$ cat src/rtl/uart_pkg.sv
// uart_pkg: shared types and helpers for the serial UART line PHY.
//   DATA_BITS  - payload bits per 8N1 frame
//   tx_state_e - transmit FSM states
//   rx_state_e - receive FSM states
//   bit_cnt_w  - width of a bit timer counting 0..clks_per_bit-1
package uart_pkg;

  localparam int DATA_BITS = 8;

  // Literals carry a TX_/RX_ prefix so both enums can share one package scope.
  typedef enum logic [1:0] {
    TX_IDLE,
    TX_START,
    TX_DATA,
    TX_STOP
  } tx_state_e;

  typedef enum logic [2:0] {
    RX_IDLE,
    RX_START,
    RX_DATA,
    RX_STOP,
    RX_WAIT_HIGH
  } rx_state_e;

  function automatic int bit_cnt_w(input int clks_per_bit);
    return $clog2(clks_per_bit);
  endfunction

endpackage

$ cat src/rtl/uart_bit_timer.sv
// uart_bit_timer: free-running bit-period counter, 0..CLKS_PER_BIT-1, wrapping
// to 0 at the terminal count.
//   clka - system clock
//   rstn - synchronous active-low reset
//   clr  - synchronous clear to 0 (wins over wrap/increment)
//   tick - high while the count is at CLKS_PER_BIT-1 (end of a bit)
//   mid  - high while the count is at CLKS_PER_BIT/2-1 (middle of a bit)
module uart_bit_timer
  import uart_pkg::*;
#(
  parameter int CLKS_PER_BIT = 868
) (
  input  logic clka,
  input  logic rstn,
  input  logic clr,
  output logic tick,
  output logic mid
);

  localparam int CNT_W = bit_cnt_w(CLKS_PER_BIT);
  localparam logic [CNT_W-1:0] TERM_CNT = CNT_W'(CLKS_PER_BIT - 1);
  localparam logic [CNT_W-1:0] HALF_CNT = CNT_W'(CLKS_PER_BIT / 2 - 1);

  logic [CNT_W-1:0] cnt_q;
  logic [CNT_W-1:0] cnt_d;

  assign tick = (cnt_q == TERM_CNT);
  assign mid  = (cnt_q == HALF_CNT);

  always_comb begin
    cnt_d = cnt_q + CNT_W'(1);
    if (clr || tick) begin
      cnt_d = '0;
    end
  end

  always_ff @(posedge clka) begin
    if (!rstn) begin
      cnt_q <= '0;
    end else begin
      cnt_q <= cnt_d;
    end
  end

endmodule

$ cat src/rtl/uart_phy_lite.sv
// uart_phy_lite: 8N1 serial line PHY between the UART register block and pins.
//   clka         - system clock
//   rstn         - synchronous active-low reset
//   tx_data      - byte to send, qualified by tx_valid
//   tx_valid     - single-cycle send request
//   tx_ready     - transmitter idle, next tx_valid will be accepted
//   tx_drop      - one-cycle pulse: tx_valid seen while busy, byte discarded
//   txd          - registered serial output, idle high
//   rxd          - asynchronous serial input
//   rx_data      - last good received byte, held until the next good frame
//   rx_ready     - one-cycle pulse: rx_data newly valid
//   rx_frame_err - one-cycle pulse: stop bit sampled low
module uart_phy_lite
  import uart_pkg::*;
#(
  parameter int CLKS_PER_BIT = 868,
  parameter int SYNC_STAGES  = 2
) (
  input  logic       clka,
  input  logic       rstn,
  input  logic [7:0] tx_data,
  input  logic       tx_valid,
  output logic       tx_ready,
  output logic       tx_drop,
  output logic       txd,
  input  logic       rxd,
  output logic [7:0] rx_data,
  output logic       rx_ready,
  output logic       rx_frame_err
);

  localparam logic [2:0] LAST_BIT = 3'(DATA_BITS - 1);

  tx_state_e  tx_state_q, tx_state_d;
  logic [7:0] tx_shift_q, tx_shift_d;
  logic [2:0] tx_idx_q, tx_idx_d;
  logic       txd_q, txd_d;
  logic       tx_drop_q, tx_drop_d;
  logic       tx_clr, tx_tick, tx_mid_unused;

  rx_state_e              rx_state_q, rx_state_d;
  logic [SYNC_STAGES-1:0] sync_q, sync_d;
  logic [7:0]             rx_shift_q, rx_shift_d;
  logic [2:0]             rx_idx_q, rx_idx_d;
  logic [7:0]             rx_data_q, rx_data_d;
  logic                   rx_ready_q, rx_ready_d;
  logic                   rx_err_q, rx_err_d;
  logic                   rx_clr, rx_tick, rx_mid;
  logic                   rxd_s;

  uart_bit_timer #(.CLKS_PER_BIT(CLKS_PER_BIT)) u_tx_timer (
    .clka (clka),
    .rstn (rstn),
    .clr  (tx_clr),
    .tick (tx_tick),
    .mid  (tx_mid_unused)
  );

  uart_bit_timer #(.CLKS_PER_BIT(CLKS_PER_BIT)) u_rx_timer (
    .clka (clka),
    .rstn (rstn),
    .clr  (rx_clr),
    .tick (rx_tick),
    .mid  (rx_mid)
  );

  assign tx_ready     = (tx_state_q == TX_IDLE);
  assign tx_drop      = tx_drop_q;
  assign txd          = txd_q;
  assign rx_data      = rx_data_q;
  assign rx_ready     = rx_ready_q;
  assign rx_frame_err = rx_err_q;
  assign rxd_s        = sync_q[SYNC_STAGES-1];

  // Transmit: the timer is held at 0 in IDLE so START gets a full bit period.
  always_comb begin
    tx_state_d = tx_state_q;
    tx_shift_d = tx_shift_q;
    tx_idx_d   = tx_idx_q;
    txd_d      = txd_q;
    tx_drop_d  = tx_valid && (tx_state_q != TX_IDLE);
    tx_clr     = 1'b0;
    case (tx_state_q)
      TX_IDLE: begin
        tx_clr = 1'b1;
        txd_d  = 1'b1;
        if (tx_valid) begin
          tx_shift_d = tx_data;
          txd_d      = 1'b0;
          tx_state_d = TX_START;
        end
      end
      TX_START: begin
        if (tx_tick) begin
          txd_d      = tx_shift_q[0];
          tx_shift_d = {1'b0, tx_shift_q[7:1]};
          tx_idx_d   = '0;
          tx_state_d = TX_DATA;
        end
      end
      TX_DATA: begin
        if (tx_tick) begin
          if (tx_idx_q == LAST_BIT) begin
            txd_d      = 1'b1;
            tx_state_d = TX_STOP;
          end else begin
            txd_d      = tx_shift_q[0];
            tx_shift_d = {1'b0, tx_shift_q[7:1]};
            tx_idx_d   = tx_idx_q + 3'd1;
          end
        end
      end
      TX_STOP: begin
        if (tx_tick) begin
          tx_state_d = TX_IDLE;
        end
      end
      default: tx_state_d = TX_IDLE;
    endcase
  end

  // Receive: the timer restarts at the middle of the start bit, so every
  // later terminal tick lands in the middle of a data or stop bit.
  always_comb begin
    rx_state_d = rx_state_q;
    rx_shift_d = rx_shift_q;
    rx_idx_d   = rx_idx_q;
    rx_data_d  = rx_data_q;
    rx_ready_d = 1'b0;
    rx_err_d   = 1'b0;
    rx_clr     = 1'b0;
    sync_d     = {sync_q[SYNC_STAGES-2:0], rxd};
    case (rx_state_q)
      RX_IDLE: begin
        rx_clr = 1'b1;
        if (!rxd_s) begin
          rx_state_d = RX_START;
        end
      end
      RX_START: begin
        if (rx_mid) begin
          rx_clr     = 1'b1;
          rx_idx_d   = '0;
          rx_state_d = rxd_s ? RX_IDLE : RX_DATA;
        end
      end
      RX_DATA: begin
        if (rx_tick) begin
          rx_shift_d = {rxd_s, rx_shift_q[7:1]};
          if (rx_idx_q == LAST_BIT) begin
            rx_state_d = RX_STOP;
          end else begin
            rx_idx_d = rx_idx_q + 3'd1;
          end
        end
      end
      RX_STOP: begin
        if (rx_tick) begin
          if (rxd_s) begin
            rx_data_d  = rx_shift_q;
            rx_ready_d = 1'b1;
            rx_state_d = RX_IDLE;
          end else begin
            rx_err_d   = 1'b1;
            rx_state_d = RX_WAIT_HIGH;
          end
        end
      end
      RX_WAIT_HIGH: begin
        if (rxd_s) begin
          rx_state_d = RX_IDLE;
        end
      end
      default: rx_state_d = RX_IDLE;
    endcase
  end

  // Control state and visible outputs.
  always_ff @(posedge clka) begin
    if (!rstn) begin
      tx_state_q <= TX_IDLE;
      tx_idx_q   <= '0;
      txd_q      <= 1'b1;
      tx_drop_q  <= 1'b0;
      rx_state_q <= RX_IDLE;
      rx_idx_q   <= '0;
      sync_q     <= '1;
      rx_data_q  <= '0;
      rx_ready_q <= 1'b0;
      rx_err_q   <= 1'b0;
    end else begin
      tx_state_q <= tx_state_d;
      tx_idx_q   <= tx_idx_d;
      txd_q      <= txd_d;
      tx_drop_q  <= tx_drop_d;
      rx_state_q <= rx_state_d;
      rx_idx_q   <= rx_idx_d;
      sync_q     <= sync_d;
      rx_data_q  <= rx_data_d;
      rx_ready_q <= rx_ready_d;
      rx_err_q   <= rx_err_d;
    end
  end

  // Shift registers are always reloaded before use and need no reset.
  always_ff @(posedge clka) begin
    tx_shift_q <= tx_shift_d;
    rx_shift_q <= rx_shift_d;
  end

endmodule

$ cat config.mk
export PLATFORM = sky130hd
export DESIGN_NAME = uart_phy_lite
export DESIGN_NICKNAME = d
export VERILOG_FILES = /design/src/rtl/uart_pkg.sv /design/src/rtl/uart_bit_timer.sv /design/src/rtl/uart_phy_lite.sv
export SDC_FILE = /design/constraint.sdc
export NUM_CORES = 1
export LEC_CHECK = 0
export BUFFER_PORTS_ARGS = -buffer_cell sky130_fd_sc_hd__buf_2
export CAP_MARGIN = 20
export CORE_AREA = 2 2 92 94
export DETAILED_ROUTE_END_ITERATION = 8
export DIE_AREA = 0 0 94 96
export SLEW_MARGIN = 30
export SYNTH_ARGS = -nofsm -noshare
export SYNTH_HDL_FRONTEND = slang
export SYNTH_SLANG_ARGS = --single-unit
export TNS_END_PERCENT = 50
$ cat constraint.sdc
create_clock -name clka -period 3.4 [get_ports clka]
set_input_delay 0.34 -clock clka [delete_from_list [all_inputs] [get_ports clka]]
set_output_delay 0.34 -clock clka [all_outputs]
set_load 0.005 [all_outputs]
==> results of run 1 <==
## cell type report
cell class                      instances  area (um2)
Clock buffer                           11       141.4
Clock inverter                          5       26.28
Inverter                                9       33.78
Multi-Input combinational cell        183        1249
Tap cell                              105       131.4
Sequential cell                        61        1381
Fill cell                             821        4954
Timing Repair Buffer                   26       135.1
## worst paths after layout
path,from,endpoint,depth (start not counted)
hold reg to reg,sync_q[0],sync_q[1],1
hold / removal,rxd,sync_q[0],2
setup reg to reg,u_rx_timer.cnt_q[0],rx_shift_q[1],5
setup / recovery,u_rx_timer.cnt_q[0],rx_shift_q[1],5
## routing by layer
metal / wire length [um] / vias to the layer above
li1: - / 972
met1: 2209 / 875
met2: 2138 / 32
met3: 209 / 9
met4: 80 / 0
met5: 0 / -
## cells in the final DEF (no fill, tap or decap), types with 6 or more instances in the layout
cell      synthesis  layout
ha_1             11      11
xor2_1            6       6
nor2_1           30      30
clkbuf_8          0      10
nand2_1          18      18
inv_1             9       9
mux2i_1           9       9
buf_2             1      24
xnor2_1          10      10
a21oi_1           6       6
o21ai_0          12      12
mux2_2            7       7
nand3_1          14      14
dfxtp_1          45      45
edfxtp_1         16      16
nor2b_1          10      10
## kinds of logic after synthesis
group,share of synthesized area [%]
muxes,6.187
xor gates and xnor gates,5.133
DFF,50.60
buffers and inverters,3.666
adders and majority gates,5.041
and+or+nand+nor,21.68
AOI/OAI and AO/OA,7.700
## stage by stage
step | hold WS [ns] | area [um2] | std cells | util (%)
finish | 0.1913 | 3098 | 400 | 38.48
global route | 0.1928 | 3098 | 400 | 38.48
floorplan | 0.3863 | 2730 | 263 | -
global placement | 0.4035 | 2930 | 384 | 36.39
CTS | 0.1811 | 3098 | 400 | 38.48
detailed placement | 0.4043 | 2930 | 384 | 36.39
## power groups by stage
| stage | logic [mW] | registers [mW] | clock network, mW |
|---|---|---|---|
| 6_report | 0.357 | 0.888 | 0.544 |
| 5_1_grt | 0.400 | 0.897 | 0.594 |
| 4_1_cts | 0.363 | 0.888 | 0.561 |
| 3_5_place_dp | 0.361 | 0.905 | 0 |
| 3_3_place_gp | 0.354 | 0.900 | 0 |
| 2_1_floorplan | 0.270 | 0.894 | 0 |
## registers in the layout, indices dropped and copies added (netlist names)
| register | cells |
|---|---|
| u_rx_timer.cnt_q | 10 |
| sync_q | 2 |
| tx_state_q | 2 |
| rx_ready | 1 |
| tx_drop | 1 |
| rx_data | 8 |
| u_tx_timer.cnt_q | 10 |
| rx_state_q | 3 |
| rx_frame_err | 1 |
| rx_shift_q | 8 |
| txd | 1 |
| rx_idx_q | 3 |
| tx_idx_q | 3 |
| tx_shift_q | 8 |
==> reports/qor.yml, run 1 <==
drv_cap: 0
cts_root_buffer: "clkbuf_8"
final_nets: 313
firstDrtPassIters: 4
grtUsageMet3_pct: 3.915
power.share.clock_pct: 30.4
grt_start_max_net_pins: 34
worstSetupPathType: "flop to flop"
ys.warnings.count: 0
antenna_cells: 0
yosysTopAreaCell: "dfxtp_1"
insertion_delay_ns: 0.33
timing.fmax_ghz: 0.4597
htreeDepth: 3
core_mm2: 0.008051
port-buffer-count: 24
cts_tree: "built"
crit_path_start_kind: "flop"
numCtsBuffers: 9
cts_num_sinks: 61
drc: 0
grt_util_met2_pct: 18.57
setup_viol: 0
period_needed_ns: 2.175
synthCells: 263
gp_congestion: 0.7957
yosysMostFrequentCell: "dfxtp_1"
grt_util_all_layers_pct: 11.32
yosysUniqueCellTypes: 47
cts_resized: 0
start_util_pct: 33.91
endpoint_kind: "flop"
drive_above_1_share_pct: 19.32
crit_fanout: 8
cp_slowest_cell: "nor2_1"
first_iter_violations: 74
hold_violations: 0
dp_slack_ns: 1.197
die_x_um: 94
critPathArrivalTime_ns: 2.14
intPower_mw: 1.292
avgSynthCellArea_um2: 10.38
dieArea_mm2: 0.009024
rrSetupSlack_ns: 1.22
grt_pass1_wl_mm: 8.073
max_stage_delay_ns: 0.50
grt_pass1_vias: 1862
relSlewSlack_pct: 59.20
die_h_um: 96
worstPathCellList: "ha_1, nand4_2, nor3_1, nand2_1, nor2_1"
cts_buffer_depth: 2
drt_wl_total_mm: 4.638
synthesis.nets: 286
syn_area_mm2: 0.002730
cts_hold_buf: 0
p_sw_mw: 0.4966
synth_ff_type: "dfxtp_1"
p_total_mw: 1.789
yosysSeqAreaShare_pct: 50.60
fin_crit_sh_pct: 63.98
synth_edf_count: 16
grt_use_met1_pct: 13.19
cellPowerDensity_mw_per_mm2: 577.3
ant_nets: 0
worstPathRequired_ns: 3.37
status: "completed"
viasPerCell: 4.720
rsz0062_at_grt: "no"
syn_to_final_growth_pct: 13.47
top_usage_layer: "met2"
hpwlAfterDp_mm: 3.217
p_leak_nw: 1.099
comb_power_share_pct: 19.9
critPathTopFamily: "simple AND/OR/NAND/NOR gates"
sw_frac_of_total_pct: 27.77
worst_slew_pin_slew_ns: 0.6097
overflow: 0
antenna_found_initial: 0
slew_violations: 0
path_buf_inv: 0
postCtsSetupBuffers: 0
yosysTopAreaCellShare_pct: 33.00
setup_ws_ns: 1.225
std_cell_rows: 33
ioPinCount: 25
ys_ff_latch: 61
clock_skew_ns: 0.007044
synth_async_sr_flop_share_pct: 0
synthTopCellsByCount: "dfxtp_1 (45), nor2_1 (30), nand2_1 (18), edfxtp_1 (16), nand3_1 (14)"
vias: 1888
hp-class: "input pin to flop"
seq_power_share_pct: 49.7
post_drt_wl_per_cell_um: 11.60
final.setup.tns_ns: 0
ir_drop_v: 0.0001968
synthTopCellsByArea: "dfxtp_1 (33%), edfxtp_1 (18%), ha_1 (5.0%)"
clkTransAtPathRegs_ns: 0.06
Power figures use the tool's default switching activity.
==> run 2, diff against run 1 <==
clock period = 2.2 ns   (was 3.4 ns; I/O delays follow)
==> reports/qor.yml, run 2 (synthesis gave the netlist of run 1 again) <==
place_area_mm2: 0.002989  # +2.0%
period_needed_ns: 1.921  # -0.2546 ns
status: "completed"
grt_pass1_wl_mm: 8.190  # +1.4%
postCtsSetupBuffers: 0  # unchanged
cts_resized: 0  # unchanged
rsz0062_at_grt: "no"
timing.rr.end: "tx_state_q[0]"
rr_worst_depth: 6  # +1
min-delay-start: "rxd"
cp_slowest_cell: "a222oi_1"
final.setup.tns_ns: 0  # unchanged
post_drt_wl_per_cell_um: 11.34  # -2.2%
drc: 0  # unchanged
final_cell_mix: "dfxtp_1 (45), nor2_1 (30), buf_2 (24), nand2_1 (18), edfxtp_1 (16)"
htreeDepth: 3  # unchanged
final_nets: 320  # +2.2%
drt_wl_total_mm: 4.615  # -0.50%
top_regs: "u_rx_timer.cnt_q (10), u_tx_timer.cnt_q (10)"
ant_nets: 0  # unchanged
cp-endpoint: "tx_state_q[0]"
antenna_cells: 0  # unchanged
crit_fanout: 4  # -4
worstSetupPathType: "flop to flop"
antenna_found_initial: 0  # unchanged
firstDrtPassIters: 4  # unchanged
drv_cap: 0  # unchanged
reg2reg_from: "tx_state_q[0]"
n_fill_cell: 818  # -0.37%
vias: 1940  # +2.8%
rrSetupSlack_ns: 0.28  # -0.95 ns
overflow: 0  # unchanged
first_iter_violations: 60  # -19%
p_leak_nw: 1.164  # +6.0%
start_util_pct: 33.91  # unchanged
hp-class: "input pin to flop"
slew_violations: 0  # unchanged
grt_util_all_layers_pct: 11.45  # +0.13 points
ioPinCount: 25  # unchanged
gp_congestion: 0.8306  # +4.4%
ir_drop_v: 0.0003604  # +83%
path_depth: 6  # +1
relSlewSlack_pct: 64.67  # +5.5 points
cts_num_sinks: 61  # unchanged
final_common_cell: "dfxtp_1"
grt_start_max_net_pins: 22  # -35%
crit_path_start_kind: "flop"
die_h_um: 96  # unchanged
drive_above_1_share_pct: 22.19  # +2.9 points
critPathTopFamily: "compound AO/OA/AOI/OAI gates"
clock_skew_ns: 0.01175  # +0.004703 ns
cts_tree: "built"
stdcell_area_mm2: 0.003213  # +3.7%
max_stage_delay_ns: 0.51  # about the same
cts_buffer_depth: 2  # unchanged
die_x_um: 94  # unchanged
grt_pass1_vias: 1901  # +2.1%
fin_crit_sh_pct: 87.31  # +23 points
viasPerCell: 4.767  # +0.99%
worstPathRequired_ns: 2.45  # -0.92 ns
endpoint_kind: "flop"
cellPowerDensity_mw_per_mm2: 944.8  # +64%
critPathArrivalTime_ns: 2.17  # +0.03 ns
cts_hold_buf: 0  # unchanged
cts_root_buffer: "clkbuf_8"
hold_violations: 0  # unchanged
hpwlAfterDp_mm: 3.275  # +1.8%
insertion_delay_ns: 0.33  # about the same
setup_viol: 0  # unchanged
port-buffer-count: 24  # unchanged
syn_to_final_growth_pct: 17.69
std_cell_rows: 33  # unchanged
crit_start: "tx_state_q[0]"
core_mm2: 0.008051  # unchanged
worst_slew_pin_slew_ns: 0.5300  # -0.07976 ns
numCtsBuffers: 9  # unchanged
clkTransAtPathRegs_ns: 0.06  # about the same
path_buf_inv: 1  # +1
timing.fmax_ghz: 0.5206  # +13%
p_total_mw: 3.036  # +70%
dieArea_mm2: 0.009024  # unchanged
worstPathCellList: "inv_1, ha_1, or3_1, a222oi_1, o211ai_1, o21ai_0"
-- run 2: where the power goes --
part	switching [mW]	total (mW)	internal (mW)
sequential	0.0511	1.37	1.32
combinational	0.317	0.580	0.262
clock	0.445	1.09	0.643
total	0.813	3.04	2.22
-- run 2: worst min-delay path by stage --
stage	to	slack, ns	depth (start not counted)
detailed placement	sync_q[1]	0.40	1
global placement	sync_q[1]	0.40	1
floorplan	sync_q[0]	0.32	1
global route	sync_q[0]	0.11	2
CTS	sync_q[0]	0.08	2
finish	sync_q[0]	0.10	2
-- run 2: stage by stage --
| stage | setup WS, ns | cells | utilization, % | hold WS, ns |
|---|---|---|---|---|
| 2_1_floorplan | 0.2362 | 263 | - | 0.3215 |
| 3_3_place_gp | 0.3335 | 391 | 37.13 | 0.3958 |
| 3_5_place_dp | 0.2952 | 391 | 37.13 | 0.3975 |
| 4_1_cts | 0.2712 | 407 | 39.91 | 0.08409 |
| 5_1_grt | 0.04773 | 407 | 39.91 | 0.1100 |
| 6_report | 0.2793 | 407 | 39.91 | 0.1002 |
-- run 2: metal layers --
layer / vias up / GRT usage, % / wire length (um)
met5: - / 0 / 0
met4: 0 / 5.676 / 80
met2: 26 / 19.35 / 2139
li1: 993 / - / -
met1: 915 / 12.94 / 2214
met3: 6 / 3.915 / 180
-- run 2: final cells by class --
| type | instances | area, um2 | share of cell area (%) |
|---|---|---|---|
| clock inverter | 7 | 100.1 | 3.115 |
| inverter | 9 | 33.78 | 1.051 |
| timing repair buffer | 33 | 187.7 | 5.841 |
| sequential | 61 | 1381 | 42.99 |
| multi-input combinational | 183 | 1255 | 39.06 |
| tap | 105 | 131.4 | 4.089 |
| clock buffer | 9 | 123.9 | 3.855 |
-- run 2: worst register-to-register path, cell delays in order (launching register included) --
cell	delay [ns]
dfxtp_1	0.39
inv_1	0.08
ha_1	0.23
or3_1	0.37
a222oi_1	0.51
o211ai_1	0.16
o21ai_0	0.10
==> run 3, diff against run 2 <==
ABC_AREA = 1   (was unset)
==> reports/qor.yml, run 3 <==
final_cell_mix: "nand2_1 (81), nor2_1 (65), dfxtp_1 (45), inv_1 (38), buf_2 (24)"
dieArea_mm2: 0.009024  # unchanged
wl_met1_mm: 2.516  # +14%
rsz0062_at_grt: "no"
std_cell_rows: 33  # unchanged
post_drt_wl_per_cell_um: 10.23  # -9.8%
cts_resized: 0  # unchanged
critPathMostFrequentCell: "nand2_1"
worstPathCellList: "inv_1, ha_1, nor2_1, nand2_1, nand2_1, and3_1"
wl_met2_mm: 2.175  # +1.7%
worstSetupPathType: "flop to flop"
cts_buffer_depth: 2  # unchanged
seq_power_share_pct: 48.6  # +3.5 points
slew_violations: 0  # unchanged
synthTopCellsByCount: "nand2_1 (81), nor2_1 (65), dfxtp_1 (45), inv_1 (38), nand3_1 (23)"
setup_ws_ns: 0.4295  # +0.1502 ns
drt_wl_total_mm: 4.983  # +8.0%
fin_crit_sh_pct: 80.48  # -6.8 points
clock_skew_ns: 0.009633  # -0.002114 ns
yosysTopAreaCell: "dfxtp_1"
cts_root_buffer: "clkbuf_8"
timing.fmax_ghz: 0.5648  # +8.5%
start_util_pct: 33.97  # +0.062 points
crit_fanout: 8  # +4
synth_edf_count: 16  # unchanged
synth_ff_type: "dfxtp_1"
antenna_cells: 0  # unchanged
core_mm2: 0.008051  # unchanged
sw_frac_of_total_pct: 33.04  # +6.2 points
hp-class: "input pin to flop"
port-buffer-count: 24  # unchanged
viasPerCell: 4.520  # -5.2%
final_common_cell: "nand2_1"
avgSynthCellArea_um2: 7.974  # -23%
die_x_um: 94  # unchanged
gp_congestion: 0.8533  # +2.7%
final_nets: 400  # +25%
p_sw_mw: 0.9739  # +20%
synthesis.nets: 366  # +28%
grt_util_all_layers_pct: 12.01  # +0.56 points
cts_num_sinks: 61  # unchanged
max_stage_delay_ns: 0.38  # -0.13 ns
yosysMostFrequentCell: "nand2_1"
grt_start_max_net_pins: 17  # -23%
yosysUniqueCellTypes: 27  # -43%
worstPathRequired_ns: 2.20  # -0.25 ns
first_iter_violations: 59  # -1.7%
syn_to_final_growth_pct: 14.96
htreeDepth: 3  # unchanged
final.setup.tns_ns: 0  # unchanged
ir_drop_v: 0.0003357  # -6.9%
grt_pass1_vias: 1931  # +1.6%
ys_ff_latch: 61  # unchanged
ys.warnings.count: 0  # unchanged
p_total_mw: 2.948  # -2.9%
comb_power_share_pct: 24.2  # +5.1 points
yosysSeqAreaShare_pct: 50.50  # -0.093 points
clkTransAtPathRegs_ns: 0.07  # about the same
wl_met3_um: 198  # +10%
n_fill_cell: 842  # +2.9%
intPower_mw: 1.974  # -11%
cellPowerDensity_mw_per_mm2: 937.6  # -0.76%
crit_path_start_kind: "flop"
grt_pass1_wl_mm: 8.452  # +3.2%
dp_slack_ns: 0.4158  # +0.1206 ns
fin_util_pct: 39.05  # -0.85 points
top_regs: "u_rx_timer.cnt_q (10), u_tx_timer.cnt_q (10)"
vias: 2201  # +13%
synthTopCellsByArea: "dfxtp_1 (33%), edfxtp_1 (18%), nand2_1 (11%)"
ant_nets: 0  # unchanged
yosysTopAreaCellShare_pct: 32.94  # -0.060 points
relSlewSlack_pct: 71.61  # +6.9 points
power.share.clock_pct: 27.2  # -8.6 points
insertion_delay_ns: 0.33  # about the same
period_needed_ns: 1.770  # -0.1502 ns
cts_tree: "built"
syn_area_mm2: 0.002735  # +0.18%
cp_slowest_cell: "dfxtp_1"
highest_layer: "met4"
stdcell_area_mm2: 0.003144  # -2.1%
setup_viol: 0  # unchanged
drc: 0  # unchanged
overflow: 0  # unchanged
numCtsBuffers: 9  # unchanged
hold_violations: 0  # unchanged
place_area_mm2: 0.002985  # -0.13%
synth_async_sr_flop_share_pct: 0  # unchanged
critPathArrivalTime_ns: 1.77  # -0.40 ns
hpwlAfterDp_mm: 3.754  # +15%
path_buf_inv: 1  # unchanged
synthCells: 343  # +30%
critPathTopFamily: "simple AND/OR/NAND/NOR gates"
drive_above_1_share_pct: 13.09  # -9.1 points
cts_hold_buf: 0  # unchanged
status: "completed"
p_leak_nw: 1.371  # +18%
endpoint_kind: "flop"
ioPinCount: 25  # unchanged
drv_cap: 0  # unchanged
antenna_found_initial: 0  # unchanged
worst_slew_pin_slew_ns: 0.4214  # -0.1086 ns
firstDrtPassIters: 4  # unchanged
die_h_um: 96  # unchanged
postCtsSetupBuffers: 0  # unchanged
-- run 3: logic make-up (layout without fill, tap and decap cells) --
| group | count (synthesis) | count (layout) | share of synthesized area [%] |
|---|---|---|---|
| compound gates | 26 | 26 | 5.124 |
| xor+xnor | 6 | 6 | 1.922 |
| flops | 61 | 61 | 50.50 |
| buf+inv | 44 | 83 | 6.221 |
| simple gates | 195 | 195 | 31.20 |
| fa+ha+maj | 11 | 11 | 5.032 |
-- run 3: area by class of cell --
| class | count | area [um2] | share of cell area [%] |
|---|---|---|---|
| clock buffers | 10 | 127.6 | 4.059 |
| clock inverters | 6 | 31.28 | 0.9948 |
| inverters | 41 | 153.9 | 4.895 |
| multi-input cells | 238 | 1184 | 37.64 |
| flip-flops and latches | 61 | 1381 | 43.93 |
| well taps | 105 | 131.4 | 4.178 |
| repair buffers | 26 | 135.1 | 4.298 |
-- run 3: worst paths after layout --
kind,from,to,slack [ns],cells after the start
max,tx_state_q[0],tx_shift_q[1],0.43,6
min,rxd,sync_q[0],0.1,2
max reg2reg,tx_state_q[0],tx_shift_q[1],0.43,6
min reg2reg,sync_q[0],sync_q[1],0.41,1
-- run 3: metrics by stage --
step	hold slack (ns)	std cells
3_3_place_gp	0.3980	471
4_1_cts	0.09055	487
5_1_grt	0.08884	487
2_1_floorplan	0.3266	343
3_5_place_dp	0.3988	471
6_report	0.09700	487
-- run 3: power groups by stage --
stage                     sequential (mW)  clock, mW  combinational [mW]
after detailed placement             1.46          0               0.717
after global placement               1.45          0               0.711
after global routing                 1.45      0.888               0.841
final                                1.43      0.802               0.714
after CTS                            1.43      0.832               0.718
after floorplan                      1.44          0               0.553
-- run 3: per-layer routing --
layer | up-vias | track usage [%]
met5 | - | 0
met1 | 985 | 15.53
met4 | 0 | 6.643
met3 | 9 | 2.584
li1 | 1165 | -
met2 | 42 | 18.75
